### src/rtl/act_requant_unit.sv
// Activation + requantization unit: N parallel lanes through a 2-stage valid/ready pipeline.
// S1 applies the activation and rounding offset; S2 shifts, saturates, clips and flags.
module act_requant_unit #(
  parameter int unsigned N     = 32,
  parameter int unsigned IN_W  = 20,
  parameter int unsigned OUT_W = 8,
  parameter int unsigned SHIFT = 8,
  parameter int unsigned ROUND = 1
) (
  input  logic                 clk,
  input  logic                 rst,
  input  logic                 in_valid,
  output logic                 in_ready,
  input  logic [N*IN_W-1:0]    z_in,
  input  logic [1:0]           mode,
  input  logic [OUT_W-1:0]     clip_max,
  output logic                 out_valid,
  input  logic                 out_ready,
  output logic [N*OUT_W-1:0]   a_out,
  output logic                 sat_flag,
  output logic [15:0]          sat_count,
  input  logic                 sat_clr
);

  localparam int unsigned VW = IN_W + 1;
  localparam int unsigned EW = (VW > OUT_W + 1) ? VW : OUT_W + 1;

  localparam logic [1:0] M_RELU  = 2'b00;
  localparam logic [1:0] M_CLIP  = 2'b01;
  localparam logic [1:0] M_IDENT = 2'b10;
  localparam logic [1:0] M_LEAKY = 2'b11;

  localparam logic signed [VW-1:0] RND  = (ROUND != 0) ? VW'(1 << (SHIFT - 1)) : '0;
  localparam logic signed [EW-1:0] QMAX = EW'((1 << (OUT_W - 1)) - 1);
  localparam logic signed [EW-1:0] QMIN = ~QMAX;

  // Activation plus rounding offset; one extra bit keeps the add from overflowing.
  function automatic logic signed [VW-1:0] activate(input logic signed [IN_W-1:0] z,
                                                    input logic [1:0]             m);
    logic signed [IN_W-1:0] v;
    v = z;
    if (z[IN_W-1]) begin
      if (m == M_LEAKY) begin
        v = z >>> 3;
      end else if (m != M_IDENT) begin
        v = '0;
      end
    end
    return VW'(v) + RND;
  endfunction

  // Returns {changed, result}: arithmetic shift, saturate, then optional clip ceiling.
  function automatic logic [OUT_W:0] requant(input logic signed [VW-1:0] v,
                                             input logic [1:0]           m,
                                             input logic [OUT_W-1:0]     clip);
    logic signed [EW-1:0] q;
    logic signed [EW-1:0] cl;
    logic                 chg;
    q   = EW'(v) >>> SHIFT;
    cl  = $signed(EW'({1'b0, clip}));
    chg = 1'b0;
    if (q > QMAX) begin
      q   = QMAX;
      chg = 1'b1;
    end else if (q < QMIN) begin
      q   = QMIN;
      chg = 1'b1;
    end
    if ((m == M_CLIP) && (q > cl)) begin
      q   = cl;
      chg = 1'b1;
    end
    return {chg, OUT_W'(q)};
  endfunction

  logic                   s1_valid_q;
  logic signed [VW-1:0]   s1_v_q [N];
  logic signed [VW-1:0]   s1_v_d [N];
  logic [1:0]             s1_mode_q;
  logic [OUT_W-1:0]       s1_clip_q;

  logic                   s2_valid_q;
  logic [N*OUT_W-1:0]     a_out_q;
  logic [N*OUT_W-1:0]     a_out_d;
  logic                   sat_flag_q;
  logic                   sat_flag_d;
  logic [15:0]            sat_count_q;

  logic                   s2_adv;
  logic                   s1_adv;
  logic [OUT_W:0]         lane_res;

  assign s2_adv   = !s2_valid_q || out_ready;
  assign s1_adv   = !s1_valid_q || s2_adv;
  assign in_ready = !rst && s1_adv;

  assign out_valid = s2_valid_q;
  assign a_out     = a_out_q;
  assign sat_flag  = sat_flag_q;
  assign sat_count = sat_count_q;

  // S1 datapath
  always_comb begin
    for (int i = 0; i < N; i++) begin
      s1_v_d[i] = activate($signed(z_in[i*IN_W +: IN_W]), mode);
    end
  end

  // S2 datapath
  always_comb begin
    a_out_d    = '0;
    sat_flag_d = 1'b0;
    lane_res   = '0;
    for (int i = 0; i < N; i++) begin
      lane_res                   = requant(s1_v_q[i], s1_mode_q, s1_clip_q);
      a_out_d[i*OUT_W +: OUT_W]  = lane_res[OUT_W-1:0];
      sat_flag_d                 = sat_flag_d | lane_res[OUT_W];
    end
  end

  always_ff @(posedge clk) begin
    if (rst) begin
      s1_valid_q  <= 1'b0;
      s1_mode_q   <= M_RELU;
      s1_clip_q   <= '0;
      for (int i = 0; i < N; i++) begin
        s1_v_q[i] <= '0;
      end
      s2_valid_q  <= 1'b0;
      a_out_q     <= '0;
      sat_flag_q  <= 1'b0;
      sat_count_q <= '0;
    end else begin
      if (s1_adv) begin
        s1_valid_q <= in_valid;
        if (in_valid) begin
          s1_mode_q <= mode;
          s1_clip_q <= clip_max;
          for (int i = 0; i < N; i++) begin
            s1_v_q[i] <= s1_v_d[i];
          end
        end
      end
      if (s2_adv) begin
        s2_valid_q <= s1_valid_q;
        if (s1_valid_q) begin
          a_out_q    <= a_out_d;
          sat_flag_q <= sat_flag_d;
        end
      end
      // Clear takes priority over a coincident increment.
      if (sat_clr) begin
        sat_count_q <= '0;
      end else if (s2_valid_q && out_ready && sat_flag_q && (sat_count_q != 16'hFFFF)) begin
        sat_count_q <= sat_count_q + 16'd1;
      end
    end
  end

endmodule

### config.mk
export PLATFORM = sky130hd
export DESIGN_NAME = act_requant_unit
export DESIGN_NICKNAME = d
export VERILOG_FILES = /design/src/rtl/act_requant_unit.sv
export SDC_FILE = /design/constraint.sdc
export NUM_CORES = 2
export LEC_CHECK = 0
export CAP_MARGIN = 20
export CORE_AREA = 2 2 362 364
export DETAILED_ROUTE_END_ITERATION = 8
export DIE_AREA = 0 0 364 366
export GPL_TIMING_DRIVEN = 0
export PLACE_DENSITY = 0.7
export SYNTH_ARGS = -nofsm -noshare
export SYNTH_HDL_FRONTEND = slang
export SYNTH_SLANG_ARGS = --single-unit
### constraint.sdc
create_clock -name clk -period 10.2 [get_ports clk]
set_input_delay 1.53 -clock clk [delete_from_list [all_inputs] [get_ports clk]]
set_output_delay 1.53 -clock clk [all_outputs]
set_load 0.01 [all_outputs]
==> metrics <==
total power=0.00921 W; num ports=930; crit-path cells=clkdlybuf4s50_1 > inv_1 > buf_2 > buf_2 > buf_2 > buf_2 > a22oi_1 > o2bb2ai_1 > ha_1 > nand2_1 > or4_1 > a311oi_1; WL final=279000 um; r2r setup slk=4780 ps; crit-path max FO=10; most frequent CP cell=buf_2; die width=364 um; slowest stage delay, CP=950 ps; CTS max path bufs=3; Fin Hold WS=453 ps; f_max=around 140 MHz; Compound-Gate Fraction of Synth Area=24.7%; Critical Path Sink Type=flip-flop; worst min path class=flip-flop to flip-flop; Setup CP Type=primary input to flip-flop; H-tree lvl count=3; vias in the first global route=48300; Ys Warns=0; R2R Path End=a_out[80]; Synth Area in Simple Gates=19.6%; hold path cells=2; Adder-Cell Fraction of Synth Area=8.08%; nets@finish=7740; xor/xnor share of the synthesized area=4.03%; Pleak=23.8 nW; dpl ws=2640 ps; DR iter-0 viols=about 8500; Seq/Total Area, Yosys=36.6%; hold path start=a_out[8]; First-pass DRT Iterations=6; Post-CTS Hold Buffers=0; mux contribution to synthesized area=roughly 1.4%; reg2reg path depth=13; Post-synth EDFFs=416; setup bufs post-CTS=0; largest net degree at the start of global routing=48; Setup TNS Final=0 ps; CTS sink cnt=~700; slew margin rel.=-0.350%; Cells after Synth=5927; row count=132; initial core utilization=between 30% and 40%; setup ws final=3010 ps; CTS Buf Count=83; Worst-Margin Slew=1510 ps; worst r2r src=s1_clip_q[7]; Power Dens Cells=146 mW/mm^2; post-route ant nets=0; Final GP Congestion=1.02; largest family of logic cells by synthesized area=compound AO/OA/AOI/OAI gates; Area growth syn-to-layout=26.8%; worst-skew pair later-pin latency=slightly above 700 ps; Die H=366 um; HPWL after DPL=209000 um; worst path required time=~11000 ps; DR WL/cell=32.3 um; crit start category=primary input; fin. max-slew vios=6; fin crit share=a little over two thirds; Core Util, Final=approximately half; status=finished with violations; Clock Skew=between 20 and 25 ps; CTS tree=yes; Synth cell types=84; # setup viols final=0; ratio of cells with drive above 1 in the final layout=roughly 5.6%; maxcap violations=0; initial antenna violation count=64; DRC violations left=0; GRT Total Usage=roughly 40%; synthesized area=0.0497 mm^2; crit path time final=7190 ps; Port Buffers=701; Async S/R FF share, synth=0%; Max VDD drop=0.134 mV; Hold EP=a_out[8]; RSZ-0062 raised after global routing=false; clock transition at the registers of the reported paths=~50 ps; CTS root buf=clkbuf_16; CTS resizes=0; DIE AREA=0.133 mm^2; Worst Setup SP=mode[0]; Seq cells post-synth=around 700; failing checks=slew limit; Arrival @ worst endpoint=7680 ps; global-route wire length before repair=between 300000 and 400000 um; slowest CP cell=buf_2; vias per cell=6.30; Vias=54400; GRT Residual Overflow=0; Syn Area/Cell=8.39 um^2; ys flop type=edfxtp_1; Final Hold Viols=0; Core ar.=around 0.13 mm^2; Post-Syn Nets=just under 7000
==> critical path: cells and delay by family <==
family | cells | cell delay, ps
fa+ha+maj | 1 | 280
compound gates | 3 | 830
buf+inv | 6 | 4290
simple gates | 2 | 680
==> worst max path at each step <==
| stage | endpoint | depth (start not counted) |
|---|---|---|
| floorplan | s1_v_q[0][100] | 4 |
| global placement | s1_v_q[0][134] | 5 |
| detailed placement | s1_v_q[1][204] | 14 |
| CTS | s1_v_q[0][164] | 14 |
| global route | s1_v_q[0][164] | 14 |
| finish | s1_v_q[1][164] | 12 |
==> power by group <==
group          internal (W)  switching (W)
clock               0.00183        0.00135
combinational      0.000974        0.00167
sequential          0.00324       0.000142
==> logic make-up after synthesis <==
logic type	count (synthesis)
compound gates	1882
xor+xnor	229
fa+ha+maj	321
buf+inv	708
flops	701
mux	69
simple gates	2017
==> synth_stat cells (45+ instances only) <==
library cell	n	area [um^2]
a211o_1	47	412
a211oi_1	145	1090
a21o_1	67	503
a21oi_1	458	2290
a22o_1	73	639
a22oi_1	193	1450
and2_1	67	419
and3_1	65	407
buf_1	45	169
buf_2	54	270
clkbuf_1	253	950
dfxtp_1	285	5710
edfxtp_1	416	12500
ha_1	321	4020
inv_1	327	1230
mux2i_1	60	601
nand2_1	383	1440
nand2b_1	62	388
nand3_1	147	736
nand4_1	62	388
nor2_1	766	2880
nor2b_1	71	444
nor3_1	81	405
nor3b_1	49	368
o21ai_0	467	2340
o2bb2ai_1	149	1310
or3_1	77	482
xnor2_1	85	744
xor2_1	144	1260
==> per-stage QoR <==
stage	area [um^2]	cells
after floorplan	49700	5927
after global placement	58900	8370
after detailed placement	60000	8420
after CTS	62900	8576
after global routing	62900	8592
final	63000	8636
==> registers in the layout, indices dropped and copies added, names as in the netlist <==
name / flops
s1_mode_q: 2
s1_v_q: 416
s1_valid_q: 1
a_out: 256
sat_count: 16
s1_clip_q: 8
out_valid: 1
sat_flag: 1
==> metal layers <==
metal | routed length, um | track usage, %
met5 | 215 | 0
met4 | 22800 | 29.0
met3 | 40400 | 12.5
met2 | 112000 | 56.0
met1 | 104000 | 52.3
==> cell type report <==
cell class / count / area [um^2]
Fill cell: 12300 / 66000
Buffer: 356 / 1510
Inverter: 352 / 1330
Antenna cell: 59 / 148
Clock inverter: 47 / 498
Tap cell: 1742 / 2180
Multi-Input combinational cell: 4518 / 28800
Timing Repair Buffer: 752 / 8040
Clock buffer: 109 / 2340
Sequential cell: 701 / 18200
==> layout by cell type, fill, tap and decap left out, types with 59 or more instances in the layout <==
cell             count
nor2_1             765
clkdlybuf4s50_1    701
o21ai_0            467
a21oi_1            458
edfxtp_1           416
nand2_1            383
inv_1              326
ha_1               321
dfxtp_1            284
clkbuf_1           220
a22oi_1            193
o2bb2ai_1          149
nand3_1            147
a211oi_1           145
xor2_1             144
clkbuf_16           88
xnor2_1             85
nor3_1              81
or3_1               77
buf_2               73
a22o_1              73
nor2b_1             71
a21o_1              67
and2_1              67
and3_1              65
nand2b_1            62
nand4_1             62
mux2i_1             60
diode_2             59
No activity file was read; power rests on OpenSTA's default activity.
